## src/rtl/carry_lookahead_subtractor.sv

```systemverilog
// carry_lookahead_subtractor: two-stage pipelined carry-lookahead i_sub1 - i_sub2 (low half, then high half).
// Latency: 2 cycles from acceptance to o_valid; throughput of one result per cycle.
// Backpressure: valid/ready; o_ready = !s1_valid | s2 can load (i_ready -> o_ready only); buffers up to 2 results.
// Optional macro CLA_SUB_ADD_MODE_EN adds port i_op (1 = add, 0 = subtract), carried per pair.
module carry_lookahead_subtractor #(
  parameter int WIDTH = 3
) (
  input  logic             i_clk,
  input  logic             i_rst,
  input  logic [WIDTH-1:0] i_sub1,
  input  logic [WIDTH-1:0] i_sub2,
  input  logic             i_valid,
  output logic             o_ready,
  output logic [WIDTH:0]   o_result,
  output logic             o_valid,
  input  logic             i_ready
`ifdef CLA_SUB_ADD_MODE_EN
  ,
  input  logic             i_op
`endif
);

  localparam int LOW  = (WIDTH + 1) / 2;
  localparam int HIGH = WIDTH - LOW;

  // Add-mode select; tied low when the block is built subtract-only.
  logic w_add;
`ifdef CLA_SUB_ADD_MODE_EN
  assign w_add = i_op;
`else
  assign w_add = 1'b0;
`endif

  // Stage 1 state
  logic [LOW-1:0]  r_s1_diff_lo;
  logic            r_s1_carry;
  logic [WIDTH-1:LOW] r_s1_a_hi;
  logic [WIDTH-1:LOW] r_s1_b_hi;   // already conditioned (inverted when subtracting)
  logic            r_s1_add;
  logic            r_s1_valid;

  // Stage 2 (output) state
  logic [WIDTH:0]  r_result;
  logic            r_valid;

  // Handshake
  logic w_s1_load;
  logic w_s2_load;

  assign w_s2_load = r_s1_valid & (~r_valid | i_ready);
  assign o_ready   = ~r_s1_valid | w_s2_load;
  assign w_s1_load = i_valid & o_ready;
  assign o_result  = r_result;
  assign o_valid   = r_valid;

  // Subtraction is a + ~b + 1; addition passes b through with carry-in 0.
  logic [WIDTH-1:0] w_b_eff;
  logic             w_cin;
  assign w_b_eff = w_add ? i_sub2 : ~i_sub2;
  assign w_cin   = ~w_add;

  // Low-half lookahead: each carry is expanded from g/p terms, not rippled.
  logic [LOW-1:0] w_g_lo, w_p_lo, w_diff_lo;
  logic [LOW:0]   w_c_lo;
  always_comb begin
    logic w_acc;
    logic w_term;
    w_g_lo    = i_sub1[LOW-1:0] & w_b_eff[LOW-1:0];
    w_p_lo    = i_sub1[LOW-1:0] ^ w_b_eff[LOW-1:0];
    w_c_lo    = '0;
    w_c_lo[0] = w_cin;
    for (int i = 0; i < LOW; i++) begin
      w_acc = w_cin;
      for (int k = 0; k <= i; k++) w_acc = w_acc & w_p_lo[k];
      for (int j = 0; j <= i; j++) begin
        w_term = w_g_lo[j];
        for (int k = j + 1; k <= i; k++) w_term = w_term & w_p_lo[k];
        w_acc = w_acc | w_term;
      end
      w_c_lo[i+1] = w_acc;
    end
    w_diff_lo = w_p_lo ^ w_c_lo[LOW-1:0];
  end

  // High-half lookahead, fed by the registered low-half carry.
  logic [HIGH-1:0] w_g_hi, w_p_hi, w_diff_hi;
  logic [HIGH:0]   w_c_hi;
  always_comb begin
    logic w_acc;
    logic w_term;
    w_g_hi    = r_s1_a_hi & r_s1_b_hi;
    w_p_hi    = r_s1_a_hi ^ r_s1_b_hi;
    w_c_hi    = '0;
    w_c_hi[0] = r_s1_carry;
    for (int i = 0; i < HIGH; i++) begin
      w_acc = r_s1_carry;
      for (int k = 0; k <= i; k++) w_acc = w_acc & w_p_hi[k];
      for (int j = 0; j <= i; j++) begin
        w_term = w_g_hi[j];
        for (int k = j + 1; k <= i; k++) w_term = w_term & w_p_hi[k];
        w_acc = w_acc | w_term;
      end
      w_c_hi[i+1] = w_acc;
    end
    w_diff_hi = w_p_hi ^ w_c_hi[HIGH-1:0];
  end

  // Borrow is the inverted carry-out when subtracting; plain carry-out when adding.
  logic w_msb;
  assign w_msb = r_s1_add ? w_c_hi[HIGH] : ~w_c_hi[HIGH];

  // Stage 1 register: accept a new pair whenever o_ready, drain flag when s1 moves on.
  always_ff @(posedge i_clk) begin
    if (i_rst) begin
      r_s1_diff_lo <= '0;
      r_s1_carry   <= 1'b0;
      r_s1_a_hi    <= '0;
      r_s1_b_hi    <= '0;
      r_s1_add     <= 1'b0;
      r_s1_valid   <= 1'b0;
    end else begin
      if (w_s1_load) begin
        r_s1_diff_lo <= w_diff_lo;
        r_s1_carry   <= w_c_lo[LOW];
        r_s1_a_hi    <= i_sub1[WIDTH-1:LOW];
        r_s1_b_hi    <= w_b_eff[WIDTH-1:LOW];
        r_s1_add     <= w_add;
      end
      if (w_s1_load)      r_s1_valid <= 1'b1;
      else if (w_s2_load) r_s1_valid <= 1'b0;
    end
  end

  // Stage 2 register: completes the difference; held stable while the consumer stalls.
  always_ff @(posedge i_clk) begin
    if (i_rst) begin
      r_result <= '0;
      r_valid  <= 1'b0;
    end else begin
      if (w_s2_load) begin
        r_result <= {w_msb, w_diff_hi, r_s1_diff_lo};
        r_valid  <= 1'b1;
      end else if (i_ready) begin
        r_valid  <= 1'b0;
      end
    end
  end

endmodule

```

## config.mk

```make
export PLATFORM = sky130hd
export DESIGN_NAME = carry_lookahead_subtractor
export DESIGN_NICKNAME = d
export VERILOG_FILES = /design/src/rtl/carry_lookahead_subtractor.sv
export SDC_FILE = /design/constraint.sdc
export NUM_CORES = 1
export LEC_CHECK = 0
export CORE_UTILIZATION = 39
export CTS_CLUSTER_SIZE = 25
export DETAILED_ROUTE_END_ITERATION = 10
export PLACE_DENSITY = 0.73
export SYNTH_ARGS = -nofsm -noshare
export SYNTH_HDL_FRONTEND = slang
export SYNTH_SLANG_ARGS = --single-unit
```

## constraint.sdc

```tcl
create_clock -name i_clk -period 1.1 [get_ports i_clk]
set_input_delay 0.275 -clock i_clk [delete_from_list [all_inputs] [get_ports i_clk]]
set_output_delay 0.275 -clock i_clk [all_outputs]
set_load 0.005 [all_outputs]
```

==> results.py <==
metrics = {
    "pwr": {
        "p_leak_nw": 0.375,
        "power_uw": 934,
        "p_per_area_mw_per_mm2": 1080,
        "irDropWorstVdd_uv": 709,
    },
    "synthesis": {
        "avgSynthCellArea_um2": 10.1,
        "netlist.area_leader.share_pct": 40.6,
        "synth_edf_count": 0,
        "syn-num-nets": 68,
        "synthArstFlopShare_pct": 0,
        "yosysWarnings": 0,
        "synthCells": 54,
        "yosysTopAreaCell": "dfxtp_1",
        "ys.flop_type": "dfxtp_1",
        "synth_mux_area_share_pct": 1.84,
        "synth-compound-area-share_pct": 24.9,
        "synth.distinct_cells": 22,
        "yosysSeqAreaShare_pct": 40.6,
        "mappedNetlistArea_um2": 543,
        "synth_adder_area_share_pct": 10.6,
        "synth_xor_area_share_pct": 1.61,
        "synth_area_leaders": "dfxtp_1 (41%), a21oi_1 (8.3%), ha_1 (6.9%), a211oi_2 (4.6%), fa_1 (3.7%)",
        "ys_ff_latch": 11,
        "synth_top_family_by_area": "compound AO/OA/AOI/OAI gates",
        "yosys.area_share.simple_pct": 13.4,
    },
    "setup_path": {
        "r2r_cells": 5,
        "critPathMostFrequentCell": "buf_6",
        "crit_path_top_delay_cell": "dfxtp_2",
        "end_kind": "flop",
        "startpoint_type": "flop",
        "worst-r2r-setup-slack_ps": -120,
        "worstSetupPathType": "flop to flop",
        "cp_top_family": "flip-flops",
        "arrival_ps": 1410,
        "r2r-end": "r_s1_a_hi",
        "cpPeakStageDelay_ps": 320,
        "reg2reg_from": "o_valid",
        "crit_chain": "buf_6, buf_6, and2b_4, a21oi_4, mux2i_1",
        "crit_fanout": 5,
        "path_buf_inv": 2,
        "required_ps": 1290,
    },
    "global_route": {
        "grt_max_degree": 9,
        "grt_pass1_wl_um": 1810,
        "antenna_found_initial": 0,
        "grt_pass1_vias": 448,
        "grt_overflow": 0,
        "track_usage_pct": 17.4,
    },
    "placement": {
        "placed_area_um2": 771,
        "io_buffers": 15,
        "place_congestion": 0.726,
        "place_inst": 92,
        "pre_cts_slack_ps": -569,
        "dp_hpwl_um": 847,
    },
    "sta": {
        "fin_crit_ps": 1220,
        "tns_ps": -554,
        "grt_setup_unrepaired": "yes",
        "setup_viol": 10,
        "clock_skew_ps": 0.444,
        "worst_slew_pin_slew_ps": 239,
        "slew_headroom_pct": 84.0,
        "hold_violations": 0,
        "max_freq_ghz": 0.816,
        "min_period_over_period_pct": 111,
        "slew_violations": 0,
        "fin_hold_ws_ps": 452,
        "setup_slack_ps": -125,
    },
    "detailed_routing": {
        "drcViolationCount": 0,
        "wl_um": 1270,
        "drt_iter0_markers": 8,
        "dr_total_vias": 482,
        "drt-vias-per-instance": 4.97,
        "dr.pass1.iters": 4,
        "wl_per_cell_um": 13.1,
        "detail-route-antenna-nets": 0,
    },
    "worst_hold_path": {
        "hp-class": "flop to flop",
        "min-delay-start": "o_result[0]",
        "hold_depth": 2,
        "worstHoldEndpoint": "o_result[0]",
    },
    "clock_tree": {
        "insertion_delay_ps": 260,
        "cts_sinks": 11,
        "clockBufferDepth": 2,
        "clk_pin_slew_ps": 70,
        "cts_tree": "yes",
        "root_buffer": "clkbuf_4",
        "cts_inserted_buffers": 3,
        "htree_levels": 1,
    },
    "outcome": {
        "status": "complete, but fails checks",
        "violations": "negative setup slack",
    },
    "layout": {
        "antennaDiodeCount": 0,
        "instances_no_fill": 97,
        "nNetsFinal": 97,
        "design_area_um2": 863,
        "syn_to_final_growth_pct": 59.0,
        "layout-drive-gt1-share_pct": 51.2,
        "final_util_pct": 66.3,
    },
    "die": {
        "dieArea_mm2": 0.00155,
        "initial_core_util_pct": 41.7,
        "coreArea_mm2": 0.00130,
        "fp-row-count": 13,
        "die_h_um": 39.3,
        "die_w_um": 39.3,
        "pin_count": 16,
    },
    "run": {
        "drv_cap": 0,
    },
}
how the worst max path moves through the flow:
stage,endpoint,slack (ps),from,cells after the start
2_1_floorplan,o_result[2],50,r_s1_a_hi,3
3_3_place_gp,o_ready,-540,i_ready,3
3_5_place_dp,o_ready,-570,i_ready,3
4_1_cts,o_ready,-150,o_valid,3
5_1_grt,r_s1_a_hi,-170,o_valid,5
6_report,r_s1_a_hi,-120,o_valid,5
layout make-up:
class	count	area (um2)
Sequential cell	11	229
Timing Repair Buffer	26	223
Tap cell	15	18.8
Fill cell	114	438
Inverter	6	22.5
Multi-Input combinational cell	35	344
Clock buffer	4	26.3
repair_timing:
item | in CTS | in global routing
hold buffers | 0 | 0
setup buffers | 1 | 0
endpoints found under the setup margin | 15 | 14
gates resized for setup | 32 | 8
pin swaps | 12 | 5
worst register-to-register path: stages, from the launching register on:
cell and delay [ps]:
dfxtp_2 320, buf_6 120, buf_6 110, and2b_4 170, a21oi_4 230, mux2i_1 210
Yosys cell counts (2+ instances only):
| cell type | n |
|---|---|
| a211oi_2 | 2 |
| a21oi_1 | 9 |
| dfxtp_1 | 11 |
| ha_1 | 3 |
| inv_1 | 5 |
| nand2b_1 | 3 |
| nand3_1 | 3 |
| o21ai_1 | 4 |
sequential cells by signal, summed over array words and instances (netlist names):
| name | count |
|---|---|
| o_valid | 1 |
| r_s1_a_hi | 1 |
| r_s1_carry | 1 |
| r_s1_b_hi | 1 |
| r_s1_diff_lo | 2 |
| o_result | 4 |
| r_s1_valid | 1 |
report_power, final:
| part | internal (mW) | switching (mW) |
|---|---|---|
| sequential | 0.428 | 0.0187 |
| clock | 0.140 | 0.131 |
| combinational | 0.123 | 0.0935 |
| total | 0.691 | 0.243 |
cells in the final DEF (no fill, tap or decap):
cell type	Yosys	layout
clkbuf_4	0	3
nand2b_2	1	1
clkbuf_1	0	1
clkdlybuf4s50_1	0	5
a311oi_1	1	1
a21oi_2	0	1
nand2b_1	3	3
and2b_4	1	1
nand3b_4	0	1
inv_1	5	3
nand4b_1	1	1
buf_4	0	8
o21ai_1	4	1
a311oi_2	1	1
xnor2_2	0	1
a21oi_1	9	8
mux2i_1	1	1
ha_1	3	1
o21ai_2	0	4
fa_1	1	1
inv_2	1	3
nand3_1	3	3
buf_6	1	3
dfxtp_1	11	4
a211oi_2	2	2
dlygate4sd2_1	0	5
ha_4	0	2
clkdlybuf4s15_1	0	2
dfxtp_2	0	7
a21oi_4	1	1
clkbuf_2	0	3
logic make-up (layout without fill, tap and decap cells):
| logic type | after synthesis | count (layout) |
|---|---|---|
| AO/OA/AOI/OAI | 19 | 19 |
| XOR/XNOR | 1 | 1 |
| adder cells (fa/ha/maj) | 4 | 4 |
| buffers and inverters | 8 | 36 |
| flip-flops | 11 | 11 |
| multiplexers | 1 | 1 |
| AND/OR/NAND/NOR | 10 | 10 |
per-layer routing:
layer | vias to the layer above | part of all wire [%] | GRT usage, %
li1 | 247 | - | -
met1 | 221 | 41 | 19.2
met2 | 12 | 55 | 31.7
met3 | 2 | 2.9 | 3.41
met4 | 0 | 1.3 | 7.76
met5 | - | 0 | 0
Power figures use the tool's default switching activity.
